--- src/rtl/register_cmd_pkg.sv ---
// Shared types and constants for the register command issuer.
//   FS_*        : FunSel codes understood by the 16-bit function register
//   state_e     : issuer FSM states
//   cmd_t       : one queued command {funsel, data, count}
//   next_shadow : expected register value after a command, modulo 2^16
package register_cmd_pkg;

  localparam logic [2:0] FS_DEC  = 3'b000;
  localparam logic [2:0] FS_INC  = 3'b001;
  localparam logic [2:0] FS_LOAD = 3'b010;
  localparam logic [2:0] FS_CLR  = 3'b011;

  typedef enum logic [1:0] {
    StIdle,
    StIssue,
    StSettle
  } state_e;

  typedef struct packed {
    logic [2:0]  funsel;
    logic [15:0] data;
    logic [7:0]  count;
  } cmd_t;

  // count N means N+1 steps for inc/dec; wrap-around is intentional.
  function automatic logic [15:0] next_shadow(logic [15:0] q, cmd_t cmd);
    logic [15:0] steps;
    steps = {8'h00, cmd.count} + 16'd1;
    case (cmd.funsel)
      FS_DEC:  next_shadow = q - steps;
      FS_INC:  next_shadow = q + steps;
      FS_LOAD: next_shadow = cmd.data;
      default: next_shadow = 16'h0000;
    endcase
  endfunction

endpackage

--- src/rtl/register_command_issuer_if.sv ---
// Command handshake bundle between the control unit (master) and the issuer (slave).
//   cmd_valid  : command offered
//   cmd_ready  : issuer can accept a command this cycle
//   cmd_funsel : requested register function
//   cmd_data   : load value
//   cmd_count  : repeat count for inc/dec (N means N+1 operations)
interface register_command_issuer_if;

  logic        cmd_valid;
  logic        cmd_ready;
  logic [2:0]  cmd_funsel;
  logic [15:0] cmd_data;
  logic [7:0]  cmd_count;

  modport master (
    output cmd_valid,
    output cmd_funsel,
    output cmd_data,
    output cmd_count,
    input  cmd_ready
  );

  modport slave (
    input  cmd_valid,
    input  cmd_funsel,
    input  cmd_data,
    input  cmd_count,
    output cmd_ready
  );

endinterface

--- src/rtl/register_cmd_fifo.sv ---
// Synchronous command FIFO, no bypass (a write is visible on the read side one edge later).
//   clk_i, rst_i : clock, asynchronous active-high reset (flushes the FIFO)
//   push_i       : write wdata_i when not full
//   pop_i        : drop head entry when not empty
//   rdata_o      : head entry
//   full_o       : DEPTH entries held
//   empty_o      : no entries held
module register_cmd_fifo
  import register_cmd_pkg::*;
#(
  parameter int unsigned DEPTH = 4
) (
  input  logic clk_i,
  input  logic rst_i,
  input  logic push_i,
  input  cmd_t wdata_i,
  input  logic pop_i,
  output cmd_t rdata_o,
  output logic full_o,
  output logic empty_o
);

  localparam int unsigned PtrW = $clog2(DEPTH);

  cmd_t            mem_q [DEPTH];
  logic [PtrW-1:0] wr_ptr_q, rd_ptr_q;
  logic [PtrW:0]   count_q;
  logic            do_push, do_pop;

  assign full_o  = (count_q == (PtrW+1)'(DEPTH));
  assign empty_o = (count_q == '0);
  assign do_push = push_i && !full_o;
  assign do_pop  = pop_i && !empty_o;
  assign rdata_o = mem_q[rd_ptr_q];

  always_ff @(posedge clk_i) begin
    if (do_push) begin
      mem_q[wr_ptr_q] <= wdata_i;
    end
  end

  // DEPTH is a power of two, so pointers wrap naturally.
  always_ff @(posedge clk_i or posedge rst_i) begin
    if (rst_i) begin
      wr_ptr_q <= '0;
      rd_ptr_q <= '0;
      count_q  <= '0;
    end else begin
      if (do_push) wr_ptr_q <= wr_ptr_q + PtrW'(1);
      if (do_pop)  rd_ptr_q <= rd_ptr_q + PtrW'(1);
      case ({do_push, do_pop})
        2'b10:   count_q <= count_q + (PtrW+1)'(1);
        2'b01:   count_q <= count_q - (PtrW+1)'(1);
        default: count_q <= count_q;
      endcase
    end
  end

endmodule

--- src/rtl/register_command_issuer.sv ---
// Command-side driver for a 16-bit function register (FunSel/E/I/Q).
// Queues commands and expands each into the FunSel/E/I cycle burst the register needs.
//   clk_i, rst_i  : clock, asynchronous active-high reset
//   cmd_if        : command handshake (slave side)
//   fun_sel_o     : register FunSel   (registered)
//   e_o           : register enable   (registered)
//   i_o           : register load bus (registered)
//   q_i           : register output, fed back
//   busy_o        : FIFO non-empty or FSM not idle
//   done_o        : one-cycle pulse per completed command
//   illegal_cmd_o : one-cycle pulse when a 1xx command is dropped
//   error_o       : sticky readback mismatch
// Build option: define READBACK_CHECK_EN to compare Q against a shadow model in SETTLE;
// otherwise error_o is tied low and timing is identical.
module register_command_issuer
  import register_cmd_pkg::*;
#(
  parameter int unsigned DEPTH = 4
) (
  input  logic                      clk_i,
  input  logic                      rst_i,
  register_command_issuer_if.slave  cmd_if,
  output logic [2:0]                fun_sel_o,
  output logic                      e_o,
  output logic [15:0]               i_o,
  input  logic [15:0]               q_i,
  output logic                      busy_o,
  output logic                      done_o,
  output logic                      illegal_cmd_o,
  output logic                      error_o
);

  cmd_t        push_cmd, head;
  logic        full, empty, pop;
  state_e      state_q;
  logic [7:0]  cnt_q;
  logic [2:0]  fun_sel_q;
  logic        e_q, done_q, illegal_q;
  logic [15:0] i_q;

  assign push_cmd         = {cmd_if.cmd_funsel, cmd_if.cmd_data, cmd_if.cmd_count};
  assign cmd_if.cmd_ready = !full && !rst_i;
  assign pop              = (state_q == StIdle) && !empty;

  register_cmd_fifo #(
    .DEPTH (DEPTH)
  ) u_fifo (
    .clk_i   (clk_i),
    .rst_i   (rst_i),
    .push_i  (cmd_if.cmd_valid),
    .wdata_i (push_cmd),
    .pop_i   (pop),
    .rdata_o (head),
    .full_o  (full),
    .empty_o (empty)
  );

  always_ff @(posedge clk_i or posedge rst_i) begin
    if (rst_i) begin
      state_q   <= StIdle;
      cnt_q     <= '0;
      fun_sel_q <= FS_DEC;
      e_q       <= 1'b0;
      i_q       <= '0;
      done_q    <= 1'b0;
      illegal_q <= 1'b0;
    end else begin
      done_q    <= 1'b0;
      illegal_q <= 1'b0;
      unique case (state_q)
        StIdle: begin
          if (!empty) begin
            if (head.funsel[2]) begin
              illegal_q <= 1'b1;
            end else begin
              state_q   <= StIssue;
              e_q       <= 1'b1;
              fun_sel_q <= head.funsel;
              i_q       <= (head.funsel == FS_LOAD) ? head.data : 16'h0000;
              // Load and clear (funsel[1] set) are single-shot regardless of count.
              cnt_q     <= head.funsel[1] ? 8'd0 : head.count;
            end
          end
        end
        StIssue: begin
          if (cnt_q == 8'd0) begin
            state_q   <= StSettle;
            e_q       <= 1'b0;
            fun_sel_q <= FS_DEC;
            i_q       <= '0;
            done_q    <= 1'b1;
          end else begin
            cnt_q <= cnt_q - 8'd1;
          end
        end
        StSettle: state_q <= StIdle;
        default:  state_q <= StIdle;
      endcase
    end
  end

`ifdef READBACK_CHECK_EN
  logic [15:0] shadow_q;
  logic        error_q;

  // Shadow holds the value Q must show in SETTLE, computed from Q at pop time.
  always_ff @(posedge clk_i or posedge rst_i) begin
    if (rst_i) begin
      shadow_q <= '0;
      error_q  <= 1'b0;
    end else begin
      if (pop && !head.funsel[2]) shadow_q <= next_shadow(q_i, head);
      if (state_q == StSettle && q_i != shadow_q) error_q <= 1'b1;
    end
  end

  assign error_o = error_q;
`else
  logic unused_q_parity;
  assign unused_q_parity = ^q_i;
  assign error_o         = 1'b0;
`endif

  assign fun_sel_o     = fun_sel_q;
  assign e_o           = e_q;
  assign i_o           = i_q;
  assign done_o        = done_q;
  assign illegal_cmd_o = illegal_q;
  assign busy_o        = !empty || (state_q != StIdle);

endmodule
--- src/flat_wrapper.sv ---
// flat-port wrapper written by rule: the top's interface ports become plain ports
module register_command_issuer_flat import register_cmd_pkg::*;
#(
  parameter int unsigned DEPTH = 4
)
  (clk_i, rst_i, fun_sel_o, e_o, i_o, q_i, busy_o, done_o, illegal_cmd_o, error_o, cmd_if_cmd_valid, cmd_if_cmd_funsel, cmd_if_cmd_data, cmd_if_cmd_count, cmd_if_cmd_ready);
  register_command_issuer_if cmd_if_i ();
  input  logic clk_i;
  input  logic rst_i;
  output logic [2:0] fun_sel_o;
  output logic e_o;
  output logic [15:0] i_o;
  input  logic [15:0] q_i;
  output logic busy_o;
  output logic done_o;
  output logic illegal_cmd_o;
  output logic error_o;
  input wire logic [$bits(cmd_if_i.cmd_valid)-1:0] cmd_if_cmd_valid;
  input wire logic [$bits(cmd_if_i.cmd_funsel)-1:0] cmd_if_cmd_funsel;
  input wire logic [$bits(cmd_if_i.cmd_data)-1:0] cmd_if_cmd_data;
  input wire logic [$bits(cmd_if_i.cmd_count)-1:0] cmd_if_cmd_count;
  output wire logic [$bits(cmd_if_i.cmd_ready)-1:0] cmd_if_cmd_ready;
  assign cmd_if_i.cmd_valid = cmd_if_cmd_valid;
  assign cmd_if_i.cmd_funsel = cmd_if_cmd_funsel;
  assign cmd_if_i.cmd_data = cmd_if_cmd_data;
  assign cmd_if_i.cmd_count = cmd_if_cmd_count;
  assign cmd_if_cmd_ready = cmd_if_i.cmd_ready;
  register_command_issuer #(.DEPTH(DEPTH)) u_core (.clk_i(clk_i), .rst_i(rst_i), .cmd_if(cmd_if_i), .fun_sel_o(fun_sel_o), .e_o(e_o), .i_o(i_o), .q_i(q_i), .busy_o(busy_o), .done_o(done_o), .illegal_cmd_o(illegal_cmd_o), .error_o(error_o));
endmodule
--- config.mk ---
export PLATFORM = sky130hd
export DESIGN_NAME = register_command_issuer_flat
export DESIGN_NICKNAME = d
export VERILOG_FILES = /design/src/rtl/register_cmd_pkg.sv /design/src/rtl/register_command_issuer_if.sv /design/src/rtl/register_cmd_fifo.sv /design/src/rtl/register_command_issuer.sv /design/src/flat_wrapper.sv
export SDC_FILE = /design/constraint.sdc
export NUM_CORES = 1
export LEC_CHECK = 0
export ABC_AREA = 1
export CORE_MARGIN = 5
export CORE_UTILIZATION = 65
export CTS_CLUSTER_SIZE = 40
export DETAILED_ROUTE_END_ITERATION = 16
export DONT_BUFFER_PORTS = 1
export MAX_ROUTING_LAYER = met4
export PLACE_DENSITY = 0.77
export SYNTH_ARGS = -nofsm -noshare
export SYNTH_HDL_FRONTEND = slang
export SYNTH_HIERARCHICAL = 1
export SYNTH_SLANG_ARGS = --single-unit
--- constraint.sdc ---
create_clock -name clk_i -period 4.6 [get_ports clk_i]
set_input_delay 0.92 -clock clk_i [delete_from_list [all_inputs] [get_ports clk_i]]
set_output_delay 0.92 -clock clk_i [all_outputs]
set_load 0.02 [all_outputs]
# Word level (Yosys, flattened, before mapping)
# Memories as Yosys holds them, arrays and structs flattened.
# Index checks and enable logic that the tools add are counted.
[totals]
register_bits = 39
ram_bits = 108
mem_count = 1
[memory_table]
columns = ["name", "depth", "width", "rd", "rd_ports_with_merged_regs", "wr", "line", "rtl"]
rows = [
  ["u_core.u_fifo.mem_q", 4, 27, 1, 0, 1, "register_cmd_fifo.sv:25", "cmd_t mem_q [DEPTH];"],
]
[op_classes]
reduce_logical = 17
n_mux = 30
addsub = 5
n_eq_ne = 9
[op_table]
columns = ["op", "n"]
rows = [
  ["2-to-1 mux 16 bit", 4],
  ["2-to-1 mux 8 bit", 4],
  ["one-hot mux 16 bit (2 select lines)", 1],
  ["one-hot mux 8 bit (2 select lines)", 1],
  ["one-hot mux 3 bit (2 select lines)", 2],
  ["2-to-1 mux 1 bit", 10],
  ["2-to-1 mux 3 bit", 3],
  ["logical NOT 8 bit", 1],
  ["AND reduction 4 bit", 2],
  ["subtractor 8 x 1 -> 8 bit, second input constant", 1],
  ["2-to-1 mux 2 bit", 3],
  ["!= test 2 bit, second input constant", 3],
  ["nonzero test 2 bit", 3],
  ["adder 2 x 1 -> 2 bit, second input constant", 2],
  ["== test 2 x 1 -> 1 bit, second input constant", 2],
  ["logical AND 1 bit", 4],
  ["one-hot mux 2 bit (2 select lines)", 1],
  ["adder 3 x 1 -> 3 bit, second input constant", 1],
  ["== test 3 x 2 -> 1 bit, second input constant", 1],
  ["== test 3 bit, second input constant", 1],
  ["logical NOT 1 bit", 3],
  ["logical NOT 3 bit", 1],
  ["AND reduction 3 bit", 1],
  ["subtractor 3 x 1 -> 3 bit, second input constant", 1],
  ["other kinds (5)", 5],
]

# Logic depth before layout (Yosys ltp)
# Gate-level depths: netlist of the first run.
[logic_depth]
ltp_word = 6
ltp_mapped = 14

# Cells and area by module
# The synthesis of the first run kept the hierarchy.
[modules_own_cells]
columns = ["module", "instances", "seq_area_each_um2", "area_per_inst_um2", "cells_each"]
rows = [
  ["register_cmd_fifo", 1, 3418.3, 4758.3, 376],
  ["register_command_issuer", 1, 775.7, 1636.6, 196],
]

# Least setup slack after synthesis of the first run
# No wires, ideal clock.
[synth_timing]
kind = "input to register"
start = "input cmd_if_cmd_valid"
end = "memory u_core/u_fifo/mem_q[0][0] (netlist name) (enable)"
t_required_ns = 4.189
path_stages = 2
setup_slack_ns = 1.970
setup_time_ns = 0.411
arrival_ns = 2.219
path_cell_list = "nand2_1 nor2_1"
[synth_between]
elab_chain_len = 3
[synth_rtl]
columns = ["item", "line", "rtl"]
rows = [
  ["from (decl)", "flat_wrapper.sv:18", "input wire logic [$bits(cmd_if_i.cmd_valid)-1:0] cmd_if_cmd_valid;"],
  ["logical AND 1 bit", "register_cmd_fifo.sv:32", "assign do_push = push_i && !full_o;"],
  ["2-to-1 mux 1 bit", "register_cmd_fifo.sv:37", "if (do_push) begin"],
  ["2-to-1 mux 1 bit (not written as such)", "register_cmd_fifo.sv:38", "mem_q[wr_ptr_q] <= wdata_i;"],
  ["to (decl)", "register_cmd_fifo.sv:25", ""],
]
# Every way passes these cells.

# Final worst setup path of the first run
[layout_timing]
start = "register u_core.u_fifo.count_q[0]"
end = "output busy_o"
[layout_between]
elab_chain_len = 3
[layout_rtl]
columns = ["item", "line", "rtl"]
rows = [
  ["from (decl)", "register_cmd_fifo.sv:27", "logic [PtrW:0] count_q;"],
  ["from (signal assigned)", "register_cmd_fifo.sv:52", "2'b10: count_q <= count_q + (PtrW+1)'(1);"],
  ["from (signal assigned)", "register_cmd_fifo.sv:53", "2'b01: count_q <= count_q - (PtrW+1)'(1);"],
  ["from (signal assigned)", "register_cmd_fifo.sv:54", "default: count_q <= count_q;"],
  ["logical NOT 3 bit", "register_cmd_fifo.sv:31", "assign empty_o = (count_q == '0);"],
  ["via u_core.empty", "register_command_issuer.sv:34", "logic full, empty, pop;"],
  ["logical NOT 1 bit", "register_command_issuer.sv:129", "assign busy_o = !empty || (state_q != StIdle);"],
  ["logical OR 1 bit", "register_command_issuer.sv:129", ""],
  ["to (decl)", "flat_wrapper.sv:14", "output logic busy_o;"],
]
# The timed path passes the listed nets, and every way through them passes these cells.

==> results.json, run 1 <==
{
  "power_frac_clock": 0.260,
  "power.share.sequential": 0.400,
  "route.detailed.drc": 0,
  "status": "finished clean",
  "skew_ps": 8.80,
  "ys_top_cells_by_count": "nand2_1 (130), edfxtp_1 (108), inv_1 (101), o211ai_1 (44), nand3_1 (41)",
  "design.die.area_um2": 11900,
  "num_rows": 36,
  "design_area_um2": 7030,
  "gp_congestion": 0.901,
  "drt_iter0_drc": 292,
  "drv_cap": 0,
  "first_pass_iters": 4,
  "grt_pass1_vias": 3747,
  "finalCritPeriodShare": 0.562,
  "synth_cell_types": 32,
  "slew_headroom": 0.339,
  "cts.sinks": 146,
  "avgRoutedWirePerCell_um": 16.4,
  "core_area_um2": 9680,
  "tightest_slew_ps": 989,
  "fin_nets": 629,
  "end_kind": "primary output",
  "yosys_register_bits": 146,
  "die_w_um": 109,
  "yosysSeqAreaShare": 0.656,
  "grt_pass1_wl_mm": 18.8,
  "fp.dieH_um": 109,
  "vias_per_cell": 5.45,
  "cp.required_ps": 3680,
  "finalMaxSlewViolations": 0,
  "insertion_delay_ps": 520,
  "ios": 71,
  "synth_top_cell_by_area": "edfxtp_1",
  "clock_path_buffers": 2,
  "path_class": "register to primary output",
  "drt_wl_total_mm": 11.8,
  "setup_tns_ps": 0,
  "startpoint": "u_core/u_fifo/count_q[0]",
  "regToRegStartpoint": "u_core/u_fifo/rd_ptr_q[0]",
  "power_uw": 4830,
  "ir_drop_mv": 0.457,
  "grt_max_degree": 50,
  "synthArstFlopShare": 0.260,
  "ctsHoldBuffers": 0,
  "numCtsBuffers": 17,
  "port_buffers": 0,
  "switchingPower_uw": 1840,
  "setup_viol": 0,
  "clock.fmax_ghz": 0.387,
  "area_growth_pct": 10.0,
  "synth_area_um2": 6390,
  "synth-edff-count": 108,
  "vias": 3928,
  "h-tree-depth": 4,
  "grt_remaining_overflow": 0,
  "clkTransAtPathRegs_ps": 60,
  "antenna_found_initial": 0,
  "cp_max_fo": 5,
  "p_sw_frac": 0.381,
  "drtAntennaViolNets": 0,
  "clockRootBuffer": "clkbuf_8",
  "synth.most_common_cell": "nand2_1",
  "cts_tree": "done",
  "antenna_cells": 0,
  "hp-class": "input pin to async pin",
  "initial_core_util": 0.660,
  "p_per_area_nw_per_um2": 687,
  "finalCriticalPeriod_ps": 2590,
  "synth_area_per_cell_um2": 11.2,
  "ys.flop_type": "edfxtp_1",
  "postCtsSetupBuffers": 0,
  "leakagePower_uw": 0.00307,
  "placed_cell_area_um2": 6480,
  "yosysWarnings": 6,
  "synthCells": 572,
  "combPwrFrac": 0.341,
  "intPower_uw": 2990,
  "track_usage": 0.224,
  "cts_resized": 0,
  "drive_gt1_frac": 0.122,
  "hold_viol_final": 0,
  "synth_area_leaders": "edfxtp_1 (51%), dfrtp_1 (15%), nand2_1 (7.6%)",
  "rsz0062_at_grt": "no",
  "start_kind": "register",
  "post-dp-hpwl_mm": 7.14,
  "crit_arrival_ps": 1670,
  "synth_top_area_share": 0.507
}
routing by layer:
layer | GRT usage | vias to the layer above | share of wire
li1 | - | 1915 | -
met1 | 0.268 | 1901 | 0.42
met2 | 0.358 | 107 | 0.50
met3 | 0.0841 | 5 | 0.076
met4 | 0.0668 | 0 | 0.0043
met5 | - | - | 0
layout by cell type, fill, tap and decap left out, types with 2 or more instances in the layout:
master	count
o21ai_0	13
o211ai_1	44
inv_2	5
nand2_2	2
conb_1	2
clkbuf_16	16
clkinv_2	2
nand2_4	2
nand3_1	41
edfxtp_1	108
clkbuf_8	3
nand2_1	130
clkinvlp_4	2
nor2_1	10
clkinv_4	5
ha_1	7
nor2_4	2
inv_1	101
o211ai_2	10
o21ai_2	3
nand4_1	3
dfrtp_1	38
nor2_2	6
buf_4	8
clkbuf_1	2
o21ai_1	13
state kept, by name, summed over array words and instances, names as in the netlist, 2 cells and up:
register                cells
u_core/cnt_q                8
u_core/fun_sel_o            2
u_core/i_o                 16
u_core/state_q              2
u_core/u_fifo/count_q       3
u_core/u_fifo/mem_q       108
u_core/u_fifo/rd_ptr_q      2
u_core/u_fifo/wr_ptr_q      2
worst max-delay path, cell delays in order (launching register included):
cell and delay, ps:
dfrtp_1 390, inv_1 120, nand3_1 190, inv_1 240, nand2_1 220
metrics by stage:
step	std cells	hold slack [ps]	setup slack (ps)	util
finish	721	232	2010	0.726
CTS	721	205	1970	0.726
global placement	689	465	2280	0.669
floorplan	573	446	1970	-
detailed placement	689	463	2220	0.669
global route	721	215	1870	0.726
cell families after synthesis:
group | synth area share
AND/OR/NAND/NOR | 0.138
flip-flops | 0.656
buffers and inverters | 0.0875
AO/OA/AOI/OAI | 0.100
adder cells (fa/ha/maj) | 0.0168
XOR/XNOR | 0.00137
other | 0.000586
final cells by class:
class | instances | area (um^2)
clock buffers | 21 | 449
flip-flops and latches | 146 | 4190
inverters | 107 | 402
repair buffers | 8 | 60.1
well taps | 133 | 166
clock inverters | 11 | 108
fillers | 634 | 2650
multi-input cells | 295 | 1660
power by group through the flow:
stage / clock (uW) / sequential [uW] / combinational (uW)
finish: 1260 / 1930 / 1650
global placement: 0 / 1940 / 1580
floorplan: 0 / 1930 / 1350
CTS: 1280 / 1930 / 1660
detailed placement: 0 / 1950 / 1650
global route: 1350 / 1960 / 1870
path summary, 6_finish.rpt:
| kind | end | slack, ps | cells after the start |
|---|---|---|---|
| min reg2reg | u_core/u_fifo/count_q[0] | 470 | 1 |
| min | u_core/u_fifo/rd_ptr_q[0] | 230 | 1 |
| max reg2reg | u_core/cnt_q[5] | 2190 | 9 |
| max | busy_o | 2010 | 4 |
| min in group clk_i | u_core/u_fifo/count_q[0] | 470 | 1 |
| max in group asynchronous | u_core/cnt_q[4] | 3900 | 2 |
No activity file was read; power rests on OpenSTA's default activity.
==> inputs of run 2 (changes only) <==
--- a/config.mk
+++ b/config.mk
@@ -7,12 +7,12 @@
 export LEC_CHECK = 0
 export ABC_AREA = 1
 export CORE_MARGIN = 5
-export CORE_UTILIZATION = 65
+export CORE_UTILIZATION = 57
 export CTS_CLUSTER_SIZE = 40
 export DETAILED_ROUTE_END_ITERATION = 16
 export DONT_BUFFER_PORTS = 1
 export MAX_ROUTING_LAYER = met4
-export PLACE_DENSITY = 0.77
+export PLACE_DENSITY = 0.71
 export SYNTH_ARGS = -nofsm -noshare
 export SYNTH_HDL_FRONTEND = slang
 export SYNTH_HIERARCHICAL = 1
==> constraint.sdc (replaced) <==
create_clock -name clk_i -period 2.19 [get_ports clk_i]
set_input_delay 0.438 -clock clk_i [delete_from_list [all_inputs] [get_ports clk_i]]
set_output_delay 0.438 -clock clk_i [all_outputs]
set_load 0.02 [all_outputs]
==> results.json, run 2 (synthesized netlist as in run 1, its figures left out) <==
{
  "status": "finished clean",
  "cp_common_cell": "nand2_1",
  "num_rows": 38,
  "final_common_cell": "nand2_1",
  "dp.cells": 706,
  "core_area_um2": 10900,
  "clock.fmax_ghz": 0.496,
  "cts_tree": "done",
  "ir_drop_mv": 0.791,
  "cp_max_fo": 5,
  "ff2ff_setup_slack_ps": 170,
  "hold_viol_final": 0,
  "slowest_delay_ps": 410,
  "initial_core_util": 0.585,
  "fin_ws_ps": 172,
  "crit_chain": "nor2_2, inv_2, nor2_8, nand2_1, inv_1, ha_1, inv_1, fa_1, nand2_1, nand3_1, nand2_1, nand2_1",
  "finalMaxSlewViolations": 0,
  "final_cell_mix": "nand2_1 (130), edfxtp_1 (108), inv_1 (101)",
  "setup_viol": 0,
  "numCtsBuffers": 17,
  "design.die.area_um2": 13400,
  "port_buffers": 0,
  "h-tree-depth": 4,
  "pre_cts_ws_ps": 204,
  "insertion_delay_ps": 420,
  "crit_family": "simple AND/OR/NAND/NOR gates",
  "worstSetupPathDepth": 12,
  "ios": 71,
  "antenna_cells": 0,
  "final_cells": 739,
  "drive_gt1_frac": 0.135,
  "vias": 3934,
  "reg2regPathDepth": 12,
  "fin_nets": 640,
  "drt_wl_total_mm": 12.1,
  "skew_ps": 9.54,
  "track_usage": 0.207,
  "grt_max_degree": 38,
  "leakagePower_uw": 0.00317,
  "finalCriticalPeriod_ps": 2020,
  "start_kind": "register",
  "grt_pass1_wl_mm": 20.0,
  "gr-usage-met1": 0.247,
  "postCtsSetupBuffers": 0,
  "cp_slowest_cell": "dfrtp_1",
  "vias_per_cell": 5.32,
  "avgRoutedWirePerCell_um": 16.4,
  "setup_tns_ps": 0,
  "clkTransAtPathRegs_ps": 60,
  "end_kind": "register",
  "path_class": "register to register",
  "drtAntennaViolNets": 0,
  "worst-path-buf-inv": 3,
  "hp-class": "input pin to async pin",
  "grt.busiest_layer": "met2",
  "cp.required_ps": 2500,
  "post-dp-hpwl_mm": 7.81,
  "r2r-end": "u_core/u_fifo/count_q[2]",
  "cts_resized": 0,
  "power_uw": 10800,
  "area_growth_pct": 13.1,
  "design_area_um2": 7230,
  "clockRootBuffer": "clkbuf_16",
  "antenna_found_initial": 0,
  "grt_remaining_overflow": 0,
  "fp.dieH_um": 116,
  "route.detailed.drc": 0,
  "first_pass_iters": 4,
  "gr-usage-met2": 0.334,
  "clock_path_buffers": 2,
  "finalCritPeriodShare": 0.921,
  "regToRegStartpoint": "u_core/state_q[1]",
  "drt_iter0_drc": 257,
  "grt_pass1_vias": 4009,
  "largest_register": "u_core/u_fifo/mem_q",
  "die_w_um": 116,
  "placed_cell_area_um2": 6590,
  "p_per_area_nw_per_um2": 1490,
  "cts.sinks": 146,
  "rsz0062_at_grt": "no",
  "drv_cap": 0,
  "gp_congestion": 0.882,
  "crit_arrival_ps": 2330,
  "largest_register_ffs": 108,
  "grtUsageMet3": 0.0653
}
==> run 2: cell types whose count changed in the layout (fill, tap and decap cells not counted), sizes merged <==
cell         change
buf             +10
bufinv           +4
clkinv           -2
clkinvlp         -1
dlygate4sd3      +1
inv              -1
==> run 2: final cells by class <==
class | instances | area (um^2)
multi-input cells | 295 | 1660
fillers | 849 | 3700
inverters | 107 | 402
well taps | 140 | 175
flip-flops and latches | 146 | 4190
clock inverters | 11 | 186
repair buffers | 19 | 170
clock buffers | 21 | 450
==> run 2: timing repair <==
action,CTS,global route
hold buffers,1,0
hold endpoints to repair,7,0
endpoints found under the setup margin,0,1
==> run 2: worst reg2reg max path: stages, from the launching register on <==
cell	delay, ps
dfrtp_1	410
nor2_2	190
inv_2	90
nor2_8	160
nand2_1	90
inv_1	70
ha_1	160
inv_1	70
fa_1	380
nand2_1	110
nand3_1	80
nand2_1	60
nand2_1	50
==> run 2: stage by stage <==
| stage | hold WS [ps] | util |
|---|---|---|
| 3_3_place_gp | 288 | 0.602 |
| 2_1_floorplan | 241 | - |
| 4_1_cts | 10.6 | 0.661 |
| 5_1_grt | 35.9 | 0.661 |
| 3_5_place_dp | 296 | 0.602 |
| 6_report | 16.3 | 0.661 |
==> run 2: power breakdown <==
part           switching, uW  internal (uW)
combinational           2450           1160
clock                   1060           2040
sequential               400           3660
==> run 2: how the worst max path moves through the flow <==
stage	startpoint	to
final	u_core/state_q[1]	u_core/u_fifo/count_q[2]
after global routing	u_core/u_fifo/count_q[0]	u_core/u_fifo/count_q[2]
after CTS	u_core/u_fifo/count_q[0]	u_core/u_fifo/count_q[1]
after detailed placement	u_core/u_fifo/count_q[1]	u_core/u_fifo/count_q[2]
after global placement	u_core/u_fifo/count_q[0]	u_core/u_fifo/count_q[2]
after floorplan	u_core/u_fifo/count_q[0]	u_core/u_fifo/mem_q[0][0]
==> run 2: metal layers <==
metal,part of all wire,vias to the layer above
met1,0.42,1883
met2,0.50,91
li1,-,1944
met4,0.012,0
met5,0,-
met3,0.070,16
==> inputs of run 3 (changes only) <==
--- a/config.mk
+++ b/config.mk
@@ -12,7 +12,7 @@
 export DETAILED_ROUTE_END_ITERATION = 16
 export DONT_BUFFER_PORTS = 1
 export MAX_ROUTING_LAYER = met4
-export PLACE_DENSITY = 0.71
+export PLACE_DENSITY_LB_ADDON = 0.25
 export SYNTH_ARGS = -nofsm -noshare
 export SYNTH_HDL_FRONTEND = slang
 export SYNTH_HIERARCHICAL = 1
==> results.json, run 3 (synthesized netlist as in run 1, its figures left out) <==
{
  "grt_pass1_vias": 3838,
  "grt_pass1_wl_mm": 19.0,
  "power.share.sequential": 0.379,
  "slowest_delay_ps": 380,
  "antenna_found_initial": 0,
  "finalMaxSlewViolations": 0,
  "drt_wl_total_mm": 11.8,
  "vias_per_cell": 5.28,
  "drv_cap": 0,
  "finalCriticalPeriod_ps": 2020,
  "area_growth_pct": 13.3,
  "reg2regPathDepth": 13,
  "switchingPower_uw": 3870,
  "insertion_delay_ps": 420,
  "design.die.area_um2": 13400,
  "crit_arrival_ps": 2320,
  "cts.sinks": 146,
  "p_sw_frac": 0.361,
  "clockRootBuffer": "clkbuf_16",
  "regToRegStartpoint": "u_core/u_fifo/count_q[0]",
  "skew_ps": 9.10,
  "leakagePower_uw": 0.00316,
  "seqCellArea_um2": 4190,
  "fin_nets": 639,
  "route.detailed.drc": 0,
  "cp_max_fo": 5,
  "setup_viol": 0,
  "die_w_um": 116,
  "drive_gt1_frac": 0.139,
  "track_usage": 0.197,
  "grtUsageMet3": 0.0653,
  "finalCritPeriodShare": 0.924,
  "cts_tree": "done",
  "first_pass_iters": 4,
  "hp-class": "input pin to register",
  "clock_path_buffers": 2,
  "post-dp-hpwl_mm": 7.61,
  "port_buffers": 0,
  "final_core_util": 0.663,
  "ios": 71,
  "final_cells": 738,
  "multi_input_area_um2": 1660,
  "gr-usage-met2": 0.310,
  "initial_core_util": 0.585,
  "startpoint": "u_core/u_fifo/count_q[0]",
  "largest_register_ffs": 108,
  "clock.fmax_ghz": 0.494,
  "num_rows": 38,
  "drt_iter0_drc": 186,
  "grt_max_degree": 41,
  "ir_drop_mv": 0.977,
  "r2r-end": "u_core/u_fifo/count_q[2]",
  "grt.busiest_layer": "met2",
  "path_class": "register to register",
  "drtAntennaViolNets": 0,
  "gp_congestion": 0.843,
  "postCtsSetupBuffers": 0,
  "cp_slowest_cell": "fa_1",
  "cp.required_ps": 2490,
  "final_common_cell": "nand2_1",
  "combPwrFrac": 0.333,
  "fp.dieH_um": 116,
  "crit_chain": "inv_1, nand3_2, inv_1, nor2_8, nand2_1, inv_1, ha_1, inv_1, fa_1, nand2_1, nand3_1, nand2_1, nand2_1",
  "end_kind": "register",
  "ff2ff_setup_slack_ps": 170,
  "intPower_uw": 6850,
  "status": "finished clean",
  "core_area_um2": 10900,
  "setup.worst_path.end": "u_core/u_fifo/count_q[2]",
  "power_frac_clock": 0.287,
  "n_fill_cell": 798,
  "avgRoutedWirePerCell_um": 15.9,
  "dp.cells": 705,
  "numCtsBuffers": 17,
  "final_cell_mix": "nand2_1 (130), edfxtp_1 (108), inv_1 (101)",
  "p_per_area_nw_per_um2": 1480,
  "start_kind": "register",
  "rsz0062_at_grt": "no",
  "hold_viol_final": 0,
  "vias": 3894,
  "antenna_cells": 0,
  "clkTransAtPathRegs_ps": 60,
  "h-tree-depth": 4,
  "grt_remaining_overflow": 0,
  "gr-usage-met1": 0.231,
  "largest_register": "u_core/u_fifo/mem_q"
}
## run 3: cell count changes in the layout (fill, tap and decap cells not counted)
cell	change
clkinv_4	+1
buf_4	-2
nand3_1	-1
clkinv_2	-1
clkbuf_8	-1
clkbuf_1	-2
buf_12	+1
clkinvlp_4	+3
nand3_2	+1
## run 3: what timing repair did
item / CTS / global route
gates resized for setup: 0 / 1
hold buffers: 1 / 0
hold endpoints to repair: 13 / 0
endpoints found under the setup margin: 0 / 2
## run 3: layout make-up
class                   instances  share of cell area
flip-flops and latches        146               0.579
multi-input cells             295               0.229
clock buffers                  18              0.0592
inverters                     107              0.0554
clock inverters                14              0.0293
repair buffers                 18              0.0242
well taps                     140              0.0242
## run 3: stage by stage
stage | worst slack (ps) | setup TNS, ps | area, um^2 | total power (uW) | hold WS, ps
detailed placement | 104 | 0 | 6590 | 7690 | 277
finish | 167 | 0 | 7250 | 10700 | 114
floorplan | -76.0 | -8200 | 6400 | 6880 | 241
global route | 0.118 | 0 | 7250 | 11400 | 94.1
global placement | 170 | 0 | 6590 | 7570 | 274
CTS | 90.0 | 0 | 7240 | 10800 | 101
## run 3: power groups by stage
| stage | Clock [uW] | Combinational (uW) | Sequential (uW) |
|---|---|---|---|
| after CTS | 3120 | 3600 | 4070 |
| after global routing | 3260 | 4050 | 4130 |
| final | 3080 | 3570 | 4070 |
| after global placement | 0 | 3480 | 4090 |
| after detailed placement | 0 | 3580 | 4110 |
| after floorplan | 0 | 2830 | 4050 |
## run 3: critical path: cells and delay by family (launching register included)
family | cells | cell delay [ps]
fa+ha+maj | 2 | 530
flops | 1 | 370
simple gates | 7 | 680
buf+inv | 4 | 350
## run 3: worst min path at each step
| stage | depth (start not counted) | start | end | slack (ps) |
|---|---|---|---|---|
| finish | 0 | cmd_if_cmd_data[5] | u_core/u_fifo/mem_q[3][13] | 110 |
| global route | 0 | cmd_if_cmd_data[0] | u_core/u_fifo/mem_q[1][8] | 90 |
| CTS | 0 | cmd_if_cmd_count[3] | u_core/u_fifo/mem_q[2][3] | 100 |
| detailed placement | 1 | rst_i | u_core/u_fifo/count_q[1] | 280 |
| global placement | 1 | rst_i | u_core/u_fifo/count_q[1] | 270 |
| floorplan | 1 | rst_i | u_core/u_fifo/count_q[0] | 240 |
## run 3: metal layers
| metal | part of all wire | wire length, um |
|---|---|---|
| met1 | 0.42 | 4940 |
| met2 | 0.49 | 5720 |
| met3 | 0.073 | 855 |
| met4 | 0.021 | 252 |
| met5 | 0 | 0 |
